===== config.mk =====
export PLATFORM = sky130hd
export DESIGN_NAME = trail_controller
export DESIGN_NICKNAME = d
export VERILOG_FILES = /design/src/rtl/sat_pkg.sv /design/src/rtl/trail_controller.sv
export SDC_FILE = /design/constraint.sdc
export NUM_CORES = 1
export LEC_CHECK = 0
export ABC_AREA = 0
export CAP_MARGIN = 15
export CORE_MARGIN = 10
export CORE_UTILIZATION = 47
export CTS_BUF_LIST = sky130_fd_sc_hd__clkbuf_2 sky130_fd_sc_hd__clkbuf_4 sky130_fd_sc_hd__clkbuf_8
export DETAILED_ROUTE_END_ITERATION = 7
export GPL_ROUTABILITY_DRIVEN = 1
export PLACE_DENSITY = 0.83
export SYNTH_ARGS = -nofsm -noshare
export SYNTH_HDL_FRONTEND = slang
export SYNTH_SLANG_ARGS = --single-unit

===== constraint.sdc =====
create_clock -name clock -period 3.1 [get_ports clock]
set_input_delay 0.62 -clock clock [delete_from_list [all_inputs] [get_ports clock]]
set_output_delay 0.62 -clock clock [all_outputs]
set_load 0.005 [all_outputs]

===== src/rtl/sat_pkg.sv =====
// Shared types for the DPLL trail: entry encoding and the backtrack sequencer states.
package sat_pkg;

    localparam int VAR_W = 9;

    localparam logic TT_DECIDE = 1'b0;
    localparam logic TT_FORCED = 1'b1;

    typedef struct packed {
        logic             ent_type;
        logic             ent_val;
        logic [VAR_W-1:0] ent_var;
    } trail_entry_t;

    typedef enum logic [2:0] {
        IDLE,
        POP,
        WAIT,
        CHECK,
        FLIP,
        UNSAT
    } tc_state_e;

endpackage


===== src/rtl/trail_controller.sv =====
// Trail sequencer: arbitrates decision/implication pushes onto the trace table and runs the
// conflict backtrack loop (pop forced entries, flip the most recent decision).
module trail_controller #(
    parameter int VAR_W   = sat_pkg::VAR_W,
    parameter int DEPTH   = 512,
    parameter int LEVEL_W = 10
) (
    input  logic               clock,
    input  logic               reset,
    input  logic               decide_req,
    input  logic [VAR_W-1:0]   decide_var,
    input  logic               decide_val,
    output logic               decide_ack,
    input  logic               imply_req,
    input  logic [VAR_W-1:0]   imply_var,
    input  logic               imply_val,
    output logic               imply_ack,
    input  logic               conflict_req,
    output logic               tt_en,
    output logic               tt_rw,
    output logic               tt_type,
    output logic               tt_val,
    output logic [VAR_W-1:0]   tt_var,
    input  logic               tt_type_out,
    input  logic               tt_val_out,
    input  logic [VAR_W-1:0]   tt_var_out,
    input  logic               tt_empty,
    output logic               unassign_en,
    output logic [VAR_W-1:0]   unassign_var,
    output logic               flip_valid,
    output logic [VAR_W-1:0]   flip_var,
    output logic               flip_val,
    output logic               busy,
    output logic               full,
    output logic               unsat,
    output logic [LEVEL_W-1:0] decision_level
);
    import sat_pkg::*;

    tc_state_e          state;
    tc_state_e          state_nx;
    logic [LEVEL_W-1:0] occupancy;
    logic [LEVEL_W-1:0] level_q;
    logic [VAR_W-1:0]   flip_var_q;
    logic               flip_val_q;
    trail_entry_t       push_ent;
    logic               hit_decide;

    // Counters stick at their bounds instead of wrapping.
    function automatic logic [LEVEL_W-1:0] sat_inc(input logic [LEVEL_W-1:0] x);
        return (x == LEVEL_W'(DEPTH)) ? x : x + 1'b1;
    endfunction

    function automatic logic [LEVEL_W-1:0] sat_dec(input logic [LEVEL_W-1:0] x);
        return (x == '0) ? x : x - 1'b1;
    endfunction

    assign full       = (occupancy == LEVEL_W'(DEPTH));
    assign hit_decide = (state == CHECK) && (tt_type_out == TT_DECIDE);

    always_ff @(posedge clock) begin
        if (reset) begin
            state <= IDLE;
        end else begin
            state <= state_nx;
        end
    end

    always_comb begin
        state_nx = state;
        case (state)
            IDLE:    if (conflict_req) state_nx = POP;
            POP:     state_nx = tt_empty ? UNSAT : WAIT;
            WAIT:    state_nx = CHECK;
            CHECK:   state_nx = (tt_type_out == TT_FORCED) ? POP : FLIP;
            FLIP:    state_nx = IDLE;
            UNSAT:   state_nx = UNSAT;
            default: state_nx = IDLE;
        endcase
    end

    always_comb begin
        decide_ack   = 1'b0;
        imply_ack    = 1'b0;
        tt_en        = 1'b0;
        tt_rw        = 1'b0;
        push_ent     = '0;
        unassign_en  = 1'b0;
        unassign_var = '0;
        flip_valid   = 1'b0;
        flip_var     = '0;
        flip_val     = 1'b0;
        case (state)
            IDLE: begin
                // A pending conflict blocks both pushes; a full trail stalls them.
                if (!conflict_req && !full) begin
                    if (imply_req) begin
                        imply_ack = 1'b1;
                        tt_en     = 1'b1;
                        tt_rw     = 1'b1;
                        push_ent  = '{ent_type: TT_FORCED, ent_val: imply_val, ent_var: imply_var};
                    end else if (decide_req) begin
                        decide_ack = 1'b1;
                        tt_en      = 1'b1;
                        tt_rw      = 1'b1;
                        push_ent   = '{ent_type: TT_DECIDE, ent_val: decide_val, ent_var: decide_var};
                    end
                end
            end
            POP: begin
                tt_en = !tt_empty;
            end
            CHECK: begin
                unassign_en  = 1'b1;
                unassign_var = tt_var_out;
            end
            FLIP: begin
                tt_en      = 1'b1;
                tt_rw      = 1'b1;
                push_ent   = '{ent_type: TT_FORCED, ent_val: ~flip_val_q, ent_var: flip_var_q};
                flip_valid = 1'b1;
                flip_var   = flip_var_q;
                flip_val   = ~flip_val_q;
            end
            default: ;
        endcase
    end

    assign tt_type        = push_ent.ent_type;
    assign tt_val         = push_ent.ent_val;
    assign tt_var         = push_ent.ent_var;
    assign busy           = (state != IDLE);
    assign unsat          = (state == UNSAT);
    assign decision_level = level_q;

    always_ff @(posedge clock) begin
        if (reset) begin
            occupancy <= '0;
            level_q   <= '0;
        end else begin
            if (tt_en && tt_rw) begin
                occupancy <= sat_inc(occupancy);
            end else if (tt_en && !tt_rw) begin
                occupancy <= sat_dec(occupancy);
            end
            if (decide_ack) begin
                level_q <= sat_inc(level_q);
            end else if (hit_decide) begin
                level_q <= sat_dec(level_q);
            end
        end
    end

    // The decision being undone is held for the FLIP push; only meaningful in FLIP.
    always_ff @(posedge clock) begin
        if (hit_decide) begin
            flip_var_q <= tt_var_out;
            flip_val_q <= tt_val_out;
        end
    end

endmodule


==> qor.yml <==
final_cell_count_no_fill: 446
area_growth_pct: 51.8
powerDensity_mw_per_mm2: 646
netlist-cell-type-count: 58
maxSlewViolCount: 0
syn_avg_cell_area_um2: 9.50
endpoint_required_time_on_the_critical_path_ns: 3.25
worstHoldPathType: "flip-flop to flip-flop"
synth_simple_gate_area_share_pct: 20.2
die_x_um: 92.1
synth.net_count: 312
antenna_cells: 0
cts_sinks: 33
run_status: "completed"
cellLeakagePower_uw: 0.00150
layout.core_utilization_pct: 73.0
placed_cells_incl_taps: 435
timing.rr.end: "decision_level[8]"
hpwl_after_detailed_placement_um: 6070
worst_path_arrival_time_ns: 3.19
critical_path.endpoint: "decision_level[8]"
setup_total_negative_slack_ns: 0
crit_path_start_kind: "input port"
drt.antenna.violating_nets: 0
synth_top_cell_by_area: "sky130_fd_sc_hd__dfxtp_1"
synth-xor-area-share_pct: 5.74
period_share_pct: 98.1
post_synth_fa_ha_maj_area_fraction_pct: 9.84
initial_core_util_pct: 48.1
synthesis.area_mm2: 0.00244
number_of_global_route_vias_before_repair: 2369
path_class: "input port to flip-flop"
portBuffers: 85
worst_setup_path_startpoint: "imply_req"
unrepaired_setup_endpoints_after_global_routing: "yes"
gp_congestion: 0.870
finClkSkew_ns: 0.0121
number_of_antenna_violations_at_the_first_check_in_global_routing: 0
htreeDepth: 2
setup.worst_path.end_class: "flip-flop"
main_combinational_cell_family_by_area_after_synthesis: "compound AO/OA/AOI/OAI gates"
cells_after_synthesis: 257
post_drt_via_cell_ratio: 5.30
number_of_synthesis_warnings: 0
report.final.hold_viol_count: 0
drtPass1Iterations: 4
setup_viol_count_final: 0
layout.cells.most_common: "sky130_fd_sc_hd__clkdlybuf4s50_1"
drt-wirelength-per-cell_um: 17.2
synth_compound_area_share_pct: 22.7
dp_slack_ns: -0.285
synth-seq-area-share_pct: 31.2
floorplan.rows: 26
drt_wl_total_um: 7650
final.setup.worst_slack_ns: 0.0577
maxCapViolCount: 0
synth-async-reset-ratio_pct: 0
via_count: 2362
grt_remaining_overflow: 0
ys_dominant_reg_cell: "sky130_fd_sc_hd__dfxtp_1"
grt_start_max_net_pins: 16
drt_drc_violations_left: 0
regToRegStartpoint: "state[1]"
wire_length_of_the_first_global_routing_pass_um: 12200
cts_root_buf: "sky130_fd_sc_hd__clkbuf_8"
worst_skew_pair_later_pin_latency_ns: 0.29
final_total_pwr_uw: 2390
floorplan.die_area_mm2: 0.00848
fillerInstances: 379
ff2ff_path_depth: 11
drt_iter0_drc: 132
boundaryPins: 86
timing.max_slew.rel_slack_pct: 63.8
grt_util_all_layers_pct: 17.5
path_max_fanout: 8
cts.path.max_buffers: 2
synth_top_area_share_pct: 18.9
tritoncts: "done"
layout.cells.most_common_list: "sky130_fd_sc_hd__clkdlybuf4s50_1, sky130_fd_sc_hd__buf_4, sky130_fd_sc_hd__nor2_1, sky130_fd_sc_hd__dfxtp_1, sky130_fd_sc_hd__and2_1"
worst-slew-pin-transition_ns: 0.542
drive_gt1_share_pct: 20.2
synth-edff-count: 10
clock.fmax_ghz: 0.329
fin_nets: 430
floorplan.core_area_mm2: 0.00507
finalWorstPathRequiredPeriod_ns: 3.04
vdd_drop_max_mv: 0.351
post_synth_main_area_contributors: "sky130_fd_sc_hd__dfxtp_1, sky130_fd_sc_hd__edfxtp_1, sky130_fd_sc_hd__ha_1, sky130_fd_sc_hd__and2_1, sky130_fd_sc_hd__mux2i_1"
die_height_um: 92.1
cts_made_buffers: 5
post_synth_mux_area_share_pct: 5.89
r2r_setup_slack_ns: 0.18
synth.ff_latch_count: 33
worst_setup_hold_path_clk_slew_ns: 0.07
[flip-flops by register name (all words and copies together), names as in the netlist]
register,cells
decision_level,10
occupancy,10
flip_var_q,9
state,3
flip_val_q,1
[worst min-delay path by stage]
| stage | end | depth (start not counted) | slack, ns | from |
|---|---|---|---|---|
| after CTS | occupancy[2] | 2 | 0.55 | occupancy[2] |
| after global routing | decision_level[3] | 2 | 0.57 | decision_level[3] |
| after global placement | occupancy[2] | 2 | 0.52 | occupancy[2] |
| final | occupancy[3] | 2 | 0.55 | occupancy[3] |
| after floorplan | occupancy[2] | 2 | 0.49 | occupancy[2] |
| after detailed placement | occupancy[2] | 2 | 0.54 | occupancy[2] |
[where the power goes]
group / total (uW) / switching, uW / internal, uW
sequential: 627 / 106 / 521
combinational: 1420 / 646 / 776
clock: 343 / 157 / 186
[synth_stat cells (2+ instances only)]
cell,n
sky130_fd_sc_hd__mux2i_1,11
sky130_fd_sc_hd__a221o_1,8
sky130_fd_sc_hd__o21a_1,3
sky130_fd_sc_hd__a21o_1,3
sky130_fd_sc_hd__o21bai_1,5
sky130_fd_sc_hd__nand2_1,8
sky130_fd_sc_hd__nor3_1,4
sky130_fd_sc_hd__a22oi_1,2
sky130_fd_sc_hd__inv_1,11
sky130_fd_sc_hd__nor2b_1,4
sky130_fd_sc_hd__nand2b_1,2
sky130_fd_sc_hd__a211oi_1,3
sky130_fd_sc_hd__o211ai_1,2
sky130_fd_sc_hd__nor2_1,29
sky130_fd_sc_hd__a21oi_1,15
sky130_fd_sc_hd__ha_1,16
sky130_fd_sc_hd__dfxtp_1,23
sky130_fd_sc_hd__nor2_2,5
sky130_fd_sc_hd__and3_1,2
sky130_fd_sc_hd__xnor2_1,12
sky130_fd_sc_hd__a211o_1,2
sky130_fd_sc_hd__o31ai_1,2
sky130_fd_sc_hd__fa_1,2
sky130_fd_sc_hd__or2b_1,3
sky130_fd_sc_hd__edfxtp_1,10
sky130_fd_sc_hd__a211oi_2,6
sky130_fd_sc_hd__xor2_1,4
sky130_fd_sc_hd__o21ai_0,9
sky130_fd_sc_hd__inv_2,2
sky130_fd_sc_hd__and2_1,19
sky130_fd_sc_hd__clkbuf_1,3
[cell type report]
| type | instances | area [um^2] | area share, % |
|---|---|---|---|
| Multi-Input combinational cell | 203 | 1610 | 43.4 |
| Timing Repair Buffer | 119 | 1110 | 29.9 |
| Sequential cell | 33 | 762 | 20.6 |
| Clock buffer | 8 | 91.3 | 2.47 |
| Tap cell | 70 | 87.6 | 2.36 |
| Inverter | 13 | 51.3 | 1.38 |
[repair_timing]
item                       CTS  global route
resized for setup            4             7
gates cloned                 0             0
setup endpoints to repair   10            12
pin swaps                    2             3
hold buffers                 0             0
buffers inserted             1             3
[cell families after synthesis]
kind of cell | Yosys count
DFF | 33
xor gates and xnor gates | 16
buffers and inverters | 21
muxes | 13
and+or+nand+nor | 87
AOI/OAI and AO/OA | 69
adders and majority gates | 18
[per-stage QoR]
stage / hold slack, ns / cell area [um^2]
after global routing: 0.573 / 3700
after floorplan: 0.490 / 2440
after detailed placement: 0.541 / 3550
final: 0.546 / 3700
after CTS: 0.553 / 3660
after global placement: 0.524 / 3550
[worst max-delay path, cell delays in order]
cell	delay [ns]
sky130_fd_sc_hd__clkdlybuf4s50_1	0.42
sky130_fd_sc_hd__buf_4	0.16
sky130_fd_sc_hd__nor2b_2	0.17
sky130_fd_sc_hd__nand3_4	0.19
sky130_fd_sc_hd__buf_4	0.21
sky130_fd_sc_hd__ha_1	0.34
sky130_fd_sc_hd__a21oi_1	0.18
sky130_fd_sc_hd__o31ai_1	0.12
sky130_fd_sc_hd__a21o_1	0.22
sky130_fd_sc_hd__o31ai_2	0.24
sky130_fd_sc_hd__xor2_1	0.24
sky130_fd_sc_hd__a211oi_2	0.09
[metal layers]
metal | wire length [um] | vias to the layer above | share of wire [%] | global-route usage, %
met5 | 0 | - | 0 | 0
met4 | 104 | 0 | 1.4 | 5.53
met3 | 566 | 8 | 7.4 | 5.62
met2 | 3720 | 77 | 49 | 29.4
met1 | 3260 | 1113 | 43 | 20.7
li1 | - | 1164 | - | -
(Power assumes the default switching activity.)
